<file path="config.mk">
export PLATFORM = sky130hd
export DESIGN_NAME = id_ex_pipe
export DESIGN_NICKNAME = d
export VERILOG_FILES = /design/src/rtl/id_ex_pipe.sv
export SDC_FILE = /design/constraint.sdc
export NUM_CORES = 1
export LEC_CHECK = 0
export ABC_AREA = 1
export CELL_PAD_IN_SITES_DETAIL_PLACEMENT = 2
export CELL_PAD_IN_SITES_GLOBAL_PLACEMENT = 2
export CORE_UTILIZATION = 26
export DETAILED_ROUTE_END_ITERATION = 7
export GPL_ROUTABILITY_DRIVEN = 0
export HOLD_SLACK_MARGIN = 0.05
export PLACE_DENSITY = 0.83
export SYNTH_ARGS = -nofsm -noshare
export SYNTH_HDL_FRONTEND = slang
export SYNTH_SLANG_ARGS = --single-unit
</file>
<file path="constraint.sdc">
create_clock -name clk -period 1.79 [get_ports clk]
set_clock_uncertainty 0.05 [all_clocks]
set_input_delay 0.179 -clock clk [delete_from_list [all_inputs] [get_ports clk]]
set_output_delay 0.179 -clock clk [all_outputs]
set_load 0.05 [all_outputs]
</file>
<file path="src/rtl/id_ex_pipe.sv">
// id_ex_pipe: ID/EX pipeline register with one skid slot and registered outputs.
// Define ID_EX_HAZARD_EN to enable the load-use hazard stall.
module id_ex_pipe #(
  parameter int PC_WIDTH      = 12,
  parameter int DATA_WIDTH    = 16,
  parameter int REGADDR_WIDTH = 3
) (
  input  logic                     clk,
  input  logic                     reset,
  input  logic                     flush,
  input  logic                     id_valid,
  output logic                     id_ready,
  input  logic [6:0]               id_ctrl,
  input  logic [PC_WIDTH-1:0]      id_pc,
  input  logic [DATA_WIDTH-1:0]    id_read_data1,
  input  logic [DATA_WIDTH-1:0]    id_read_data2,
  input  logic [DATA_WIDTH-1:0]    id_imm,
  input  logic [REGADDR_WIDTH-1:0] id_rs,
  input  logic [REGADDR_WIDTH-1:0] id_rt,
  input  logic [REGADDR_WIDTH-1:0] id_rd,
  output logic                     ex_valid,
  input  logic                     ex_ready,
  output logic [6:0]               ex_ctrl,
  output logic [PC_WIDTH-1:0]      ex_pc,
  output logic [DATA_WIDTH-1:0]    ex_read_data1,
  output logic [DATA_WIDTH-1:0]    ex_read_data2,
  output logic [DATA_WIDTH-1:0]    ex_imm,
  output logic [REGADDR_WIDTH-1:0] ex_rs,
  output logic [REGADDR_WIDTH-1:0] ex_rt,
  output logic [REGADDR_WIDTH-1:0] ex_rd,
  output logic                     hazard_stall
);
  localparam int EW = 7 + PC_WIDTH + 3 * DATA_WIDTH + 3 * REGADDR_WIDTH;
  logic [EW-1:0] r_out, r_skid;
  logic          r_out_valid, r_skid_valid;
  logic [EW-1:0] w_in;
  logic          w_hz, w_up;
  assign w_in = {id_ctrl, id_pc, id_read_data1, id_read_data2, id_imm, id_rs, id_rt, id_rd};
  assign {ex_ctrl, ex_pc, ex_read_data1, ex_read_data2, ex_imm, ex_rs, ex_rt, ex_rd} = r_out;
  assign ex_valid = r_out_valid;
`ifdef ID_EX_HAZARD_EN
  assign w_hz = id_valid && r_out_valid && ex_ctrl[5] && ex_rd != '0 && (id_rs == ex_rd || id_rt == ex_rd);
`else
  assign w_hz = 1'b0;
`endif
  assign hazard_stall = w_hz;
  assign id_ready = !r_skid_valid && !w_hz;
  assign w_up = id_valid && id_ready;
  // ctrl field is cleared whenever OUT goes empty so bubbles carry no control
  always_ff @(posedge clk) begin
    if (reset) begin
      r_out        <= '0;
      r_skid       <= '0;
      r_out_valid  <= 1'b0;
      r_skid_valid <= 1'b0;
    end else if (flush) begin
      r_out_valid      <= 1'b0;
      r_skid_valid     <= 1'b0;
      r_out[EW-1 -: 7] <= '0;
    end else if (!r_out_valid || ex_ready) begin
      r_out_valid  <= r_skid_valid || w_up;
      r_skid_valid <= 1'b0;
      if (r_skid_valid) r_out <= r_skid;
      else if (w_up) r_out <= w_in;
      else r_out[EW-1 -: 7] <= '0;
    end else if (w_up) begin
      r_skid       <= w_in;
      r_skid_valid <= 1'b1;
    end
  end
endmodule

</file>
==> impl_summary.txt, run 1 <==
----------------------------------------------------
[Status]
  Outcome ... finished, final reports clean

[CTS]
  CTS Root Buffer Type ... clkbuf_16
  CTS H-Tree Depth ... 4
  Count of cells resized by post-cts repair ... 73
  Clock Tree Buf Depth ... 2
  Post-cts hold buffer count ... 0
  Number of buffers added by the clock tree synthesis step ... 17
  Clock-pin slew on the worst setup and hold paths ... 0.06 ns
  Number of buffers added for setup after CTS ... 0
  Clock tree from TritonCTS ... yes
  Total number of clock tree sinks ... between 150 and 200
  Clock Latency Late Sink ... between 0.4 and 0.5 ns

[Power and ir drop]
  Post-layout total power ... ~9.2 mW
  Power per Cell Area ... 951 mW/mm²
  Leak ... 4.69 nW
  Peak ir drop on the vdd network ... ~0.53 mV

[Route]
  Mean number of vias per cell ... roughly 4.5
  Final WL ... approximately 23 mm
  First DRT Iteration DRCs ... 243
  Count of nets left with antenna violations after detail routing ... 0
  TritonRoute pass-1 iters ... 4
  Wire length per cell ... around 14 µm
  Vias after detailed routing ... just over 7000
  DRC violation count after routing ... 0

[Cells and area]
  Area of all sequential standard cells ... roughly 0.003 mm²
  Area used by multi-input combinational logic ... ~0.0031 mm²
  Synthesis-to-finish area growth ... 34.6%
  Nets ... between 1000 and 1500
  Fraction of final layout cells with drive strength greater than 1 ... under 10%
  Fillcell total ... between 3000 and 4000
  Post-route non-filler standard cell count ... 1622
  Post-route standard cell area excluding fillers ... roughly 0.0096 mm²
  Inserted Diodes ... 0

[Placed design]
  HPWL reported at the end of detailed placement ... ~16 mm
  Placed Cells ... ~1600
  Pre-CTS worst setup slack ... 0.0820 ns
  Placed standard-cell area ... just over 0.009 mm²
  I/O Buffers ... between 150 and 200

[Timing]
  Final count of pins violating max slew ... 0
  Transition time at the pin with the least slew margin ... approximately 0.53 ns
  Count of endpoints failing setup in the final report ... 0
  Slew HR ... between 60% and 70%
  Hold violation count in the final report ... 0
  Highest clock frequency the design can meet ... ~0.64 GHz
  Fin crit share ... 87.0%
  RSZ-0062 raised after global routing ... false
  Post-layout minimum cycle time ... around 1.6 ns
  Worst Slack Setup Final ... between 0.2 and 0.25 ns
  Summed negative setup slack over all endpoints ... 0 ns

[Critical path]
  Crit end category ... output port
  Critical-path cell with the highest stage delay ... dlygate4sd2_1
  Path depth of the worst reg2reg path ... 6
  Levels on crit path ... 1
  Type of element launching the critical path ... flop
  Slowest stage delay, CP ... 0.55 ns
  Critical path capture point ... ex_ctrl[0]
  Critical path required time ... around 1.6 ns
  Crit path kind ... reg -> out
  Top Family by Delay on Critical Path ... buffers and inverters
  Endpoint arrival time on the critical path ... 1.33 ns
  Worst path cell trace ... dlygate4sd2_1
  R2R Path End ... r_skid[14]
  CP Launch Point ... r_out[69]
  R2r startpoint ... r_skid_valid
  Critical path fanouts, max ... 2
  Reg-to-reg setup timing slack ... ~0.39 ns
  WP buf/inv ... 1

[GRT]
  Vias in the first global route ... just under 8000
  Wire length of the first global-routing pass ... around 39 mm
  Total routing resource utilization after global routing ... between 10% and 20%
  Global route overflow ... 0
  Maximum number of pins on one net before global-route repair ... 73
  Antenna violations before repair ... 0

[Logic synthesis]
  Synth Register Bits ... around 150
  Sequential-to-total area share from yosys stat ... between 40% and 50%
  Most area-hungry cell type in the Yosys netlist ... dfxtp_1
  Synth warnings ... 0
  Syn Nets ... 1224
  Cells taking the most area after synthesis ... dfxtp_1 (43%), nor2_1 (16%), nand2_1 (16%)
  Per-instance average area after synthesis ... approximately 6.3 µm²
  Netlist area before placement ... between 0.007 and 0.008 mm²
  Share of the synthesized area in the top cell type ... approximately 43%
  Post-synthesis cell type count ... 18
  Syn Inst Count ... between 1000 and 1500

[Die]
  Starting utilization of the core area ... about a quarter
  Num rows ... 60
  Die W ... between 150 and 200 µm
  Total die area ... around 0.028 mm²
  Core Footprint ... about 0.027 mm²
  Ports placed on the boundary ... 160
  Die height ... around 170 µm

[Hold path]
  Path category of the worst min-delay check ... in -> reg
  Hold Path Origin ... id_ctrl[1]

[Job]
  Max-capacitance violation count ... 0

----------------------------------------------------
[sequential cells by signal, indices dropped and copies added (netlist names)]
signal and count:
r_skid 76, r_skid_valid 1, ex_valid 1, r_out 76
[where the power goes]
part / switching, mW / internal (mW)
Clock: 1.58 / 2.49
Sequential: 0.0779 / 3.57
Combinational: 0.964 / 0.485
[cells by family (layout without fill, tap and decap cells)]
logic type | after synthesis | in the layout | synth area share, %
AO/OA/AOI/OAI | 84 | 84 | 5.87
AND/OR/NAND/NOR | 680 | 680 | 37.4
buffers and inverters | 224 | 362 | 13.7
flip-flops | 154 | 154 | 43.0
other | 1 | 1 | 0.0523
[metal layers]
layer  wire length, µm  vias to the layer above  global-route usage [%]
li1                  -                     3647                       -
met1              9930                     3482                    19.0
met2             12400                      106                    33.6
met3               690                       17                    3.08
met4               323                        0                    4.99
met5                 0                        -                       0
[stage by stage]
stage | hold WS (ns) | util (%)
after global routing | 0.366 | 35.7
after global placement | 0.412 | 33.6
after CTS | 0.351 | 35.7
after floorplan | 0.243 | -
after detailed placement | 0.426 | 33.6
final | 0.365 | 35.7
[worst min-delay path, stage by stage]
cell and delay [ns]:
clkdlybuf4s50_1 0.42, a21oi_1 0.14, nor2_1 0.05
[cells in the final DEF (no fill, tap or decap), drive strengths merged]
master | synthesis | routed
o21ai | 77 | 77
conb | 1 | 1
dfxtp | 154 | 154
clkdlybuf4s50 | 0 | 80
clkinvlp | 0 | 2
a21oi | 7 | 7
dlygate4sd2 | 0 | 73
clkbuf | 13 | 18
inv | 151 | 154
bufinv | 0 | 5
nand2 | 300 | 300
nor2 | 302 | 302
clkinv | 0 | 4
buf | 60 | 26
nand3 | 78 | 78
[layout make-up]
class	count	share of cell area (%)
Clock inverter	14	2.26
Inverter	151	5.90
Timing Repair Buffer	179	18.6
Tap cell	341	4.43
Sequential cell	154	32.0
Clock buffer	18	4.45
Multi-Input combinational cell	765	32.3
[Yosys cell counts]
library cell and count:
nand2_1 298, nand3_1 77, buf_6 11, clkbuf_1 13, dfxtp_1 154, inv_1 148, buf_2 33, nand2_2 2
o21ai_0 77, conb_1 1, nor2_1 299, buf_4 4, inv_2 3, a21oi_1 7, nor2_2 1, nor2_4 2
nand3_2 1, buf_1 12
[how the worst min path moves through the flow]
stage	endpoint	slack, ns	cells after the start
2_1_floorplan	ex_valid	0.24	1
3_5_place_dp	r_skid[69]	0.43	2
4_1_cts	r_out[69]	0.35	3
5_1_grt	r_out[70]	0.37	3
3_3_place_gp	r_skid[10]	0.41	2
6_report	r_out[70]	0.36	3
Note: power is estimated with default switching activity, not from simulation.
==> run 2, diff against run 1 <==
--- a/config.mk
+++ b/config.mk
@@ -6,13 +6,15 @@
 export NUM_CORES = 1
 export LEC_CHECK = 0
 export ABC_AREA = 1
+export ABC_CLOCK_PERIOD_IN_PS = 1790
 export CELL_PAD_IN_SITES_DETAIL_PLACEMENT = 2
 export CELL_PAD_IN_SITES_GLOBAL_PLACEMENT = 2
-export CORE_UTILIZATION = 26
+export CORE_UTILIZATION = 30
 export DETAILED_ROUTE_END_ITERATION = 7
+export DONT_BUFFER_PORTS = 1
 export GPL_ROUTABILITY_DRIVEN = 0
 export HOLD_SLACK_MARGIN = 0.05
-export PLACE_DENSITY = 0.83
+export PLACE_DENSITY = 0.77
 export SYNTH_ARGS = -nofsm -noshare
 export SYNTH_HDL_FRONTEND = slang
 export SYNTH_SLANG_ARGS = --single-unit
==> run 2 against run 1 <==
- count of clock-buffer cells in the layout up 4
- first-iteration DRC count decreased by 6.2%
- clock power is 1% higher
- critical path depth increased by 5
- critical path type is now reg -> reg
- register-to-register slack worse by 0.04 ns
- non-clock buffer count is 47 lower
- sequential cell count unchanged
- wire length increased by 3.9%
==> impl_summary.txt, run 2 (same netlist as run 1, synthesis figures left out) <==
----------------------------------------------------
[Status]
  Outcome ... finished, final reports clean

[Critical path]
  Critical path fanouts, max ... 29
  Critical-path cell with the highest stage delay ... dfxtp_1
  Critical path required time ... between 2 and 2.5 ns
  Slowest stage delay, CP ... approximately 0.38 ns
  CP Launch Point ... ex_valid
  Crit path kind ... reg -> reg
  Endpoint arrival time on the critical path ... approximately 1.7 ns
  R2r startpoint ... ex_valid
  Type of element launching the critical path ... flop
  Reg-to-reg setup timing slack ... about 0.35 ns
  WP buf/inv ... 1
  Crit end category ... flop
  Worst path cell trace ... nand2_2 > nor2_4 > buf_4 > nand3_1 > nand2_1 > nor2_1
  Top Family by Delay on Critical Path ... simple AND/OR/NAND/NOR gates

[CTS]
  CTS H-Tree Depth ... 4
  Clock-pin slew on the worst setup and hold paths ... about 0.070 ns
  Clock Latency Late Sink ... ~0.42 ns
  Number of buffers added for setup after CTS ... 0
  CTS Root Buffer Type ... clkbuf_16
  Total number of clock tree sinks ... about 150
  Clock tree from TritonCTS ... yes
  Number of buffers added by the clock tree synthesis step ... 17
  Clock Tree Buf Depth ... 2

[Timing]
  Highest clock frequency the design can meet ... slightly below 0.7 GHz
  Hold violation count in the final report ... 0
  Post-layout minimum cycle time ... approximately 1.4 ns
  RSZ-0062 raised after global routing ... false
  Summed negative setup slack over all endpoints ... 0 ns
  Count of endpoints failing setup in the final report ... 0
  Transition time at the pin with the least slew margin ... between 0.6 and 0.7 ns
  Fin crit share ... slightly above 80%
  Final count of pins violating max slew ... 0
  Slew HR ... slightly below 60%
  Worst Slack Setup Final ... roughly 0.35 ns

[Power and ir drop]
  Leak ... about 4.3 nW
  Power share of the combinational group ... about an eighth
  Power share of the sequential group ... a little over two fifths
  Switch share ... approximately 29%
  Reported net switching power ... 2.60 mW
  Peak ir drop on the vdd network ... roughly 0.48 mV
  Internal power of the cells ... roughly 6.5 mW
  Power per Cell Area ... 1000 mW/mm²
  Share of total power in the clock network ... about 45%

[Hold path]
  Path category of the worst min-delay check ... in -> reg
  Hold Path Origin ... flush

[Placed design]
  HPWL reported at the end of detailed placement ... around 14 mm
  Pre-CTS worst setup slack ... between 0.3 and 0.4 ns
  I/O Buffers ... 0
  Placed Cells ... 1442

[Die]
  Die height ... around 160 µm
  Num rows ... 56
  Core Footprint ... 0.0235 mm²
  Ports placed on the boundary ... 160
  Total die area ... between 0.02 and 0.025 mm²
  Starting utilization of the core area ... 30.5%
  Die W ... approximately 160 µm

[Job]
  Max-capacitance violation count ... 0

[GRT]
  Global route overflow ... 0
  Total routing resource utilization after global routing ... roughly 21%
  Wire length of the first global-routing pass ... ~40 mm
  Antenna violations before repair ... 2
  Maximum number of pins on one net before global-route repair ... 86
  Vias in the first global route ... ~8000

[Cells and area]
  Fraction of final layout cells with drive strength greater than 1 ... around 7.4%
  Most common cell after layout, fill and taps aside ... nor2_1
  Largest registers ... r_out (76), r_skid (76)
  Nets ... approximately 1300
  Synthesis-to-finish area growth ... 27.2%
  Most frequent cells in the layout ... nor2_1 (299), nand2_1 (298), dfxtp_1 (153), inv_1 (148), dlygate4sd3_1 (79)
  Fillcell total ... between 2000 and 3000
  Area of all sequential standard cells ... approximately 0.003 mm²
  Area used by multi-input combinational logic ... roughly 0.0031 mm²
  Post-route non-filler standard cell count ... about 1600

[Route]
  DRC violation count after routing ... 0
  First DRT Iteration DRCs ... 228
  TritonRoute pass-1 iters ... 4
  Vias after detailed routing ... slightly above 7000
  Wire length per cell ... 15.6 µm
  Final WL ... 24.2 mm
  Count of nets left with antenna violations after detail routing ... 0
  Mean number of vias per cell ... about 4.6

----------------------------------------------------
[run 2: cell count changes in the layout (fill, tap and decap cells not counted), sizes merged]
cell and change:
buf +27, clkbuf +4, clkdlybuf4s50 -80, clkinv -2, diode +2, dlygate4sd2 -73, dlygate4sd3 +79, inv -2
[run 2: worst min-delay path, delay by kind of cell]
kind,cells,cell delay (ns)
and+or+nand+nor,1,0.18
buffers and inverters,1,0.06
AOI/OAI and AO/OA,1,0.11
[run 2: final timing paths]
check	to	cells past startpoint
worst max-delay path	r_skid[1]	6
worst min-delay path	ex_valid	3
worst max register to register	r_skid[1]	6
worst min register to register	r_skid[68]	2
[run 2: layer usage]
metal	global-route usage, %	wire length (µm)
met5	0	0
met4	6.40	368
met3	4.04	929
met2	38.4	12500
met1	23.3	10400
[run 2: cell type report]
type,count,area share (%)
clock inverter,10,2.06
tap,319,4.38
sequential,154,33.9
inverter,151,6.24
multi-input combinational,765,34.2
timing repair buffer,132,14.1
antenna,2,0.0549
clock buffer,22,5.11
[run 2: power groups by stage]
stage	sequential, mW	combinational [mW]	clock, mW
after floorplan	4.13	0.530	0
after global placement	3.95	0.927	0
after detailed placement	3.96	0.963	0
after CTS	3.88	1.12	4.22
after global routing	3.90	1.25	4.34
final	3.88	1.12	4.12
[run 2: what timing repair did]
action / CTS / global route
gates resized for setup: 0 / 0
hold buffers: 79 / 0
hold endpoints to repair: 148 / 0
[run 2: stage by stage]
step | power [mW] | hold WS, ns | instance area, µm² | util (%)
2_1_floorplan | 4.66 | 0.243 | 7160 | -
3_3_place_gp | 4.88 | 0.274 | 7670 | 32.7
3_5_place_dp | 4.92 | 0.273 | 7670 | 32.7
4_1_cts | 9.23 | 0.106 | 9110 | 38.8
5_1_grt | 9.49 | 0.151 | 9120 | 38.8
6_report | 9.13 | 0.118 | 9120 | 38.8
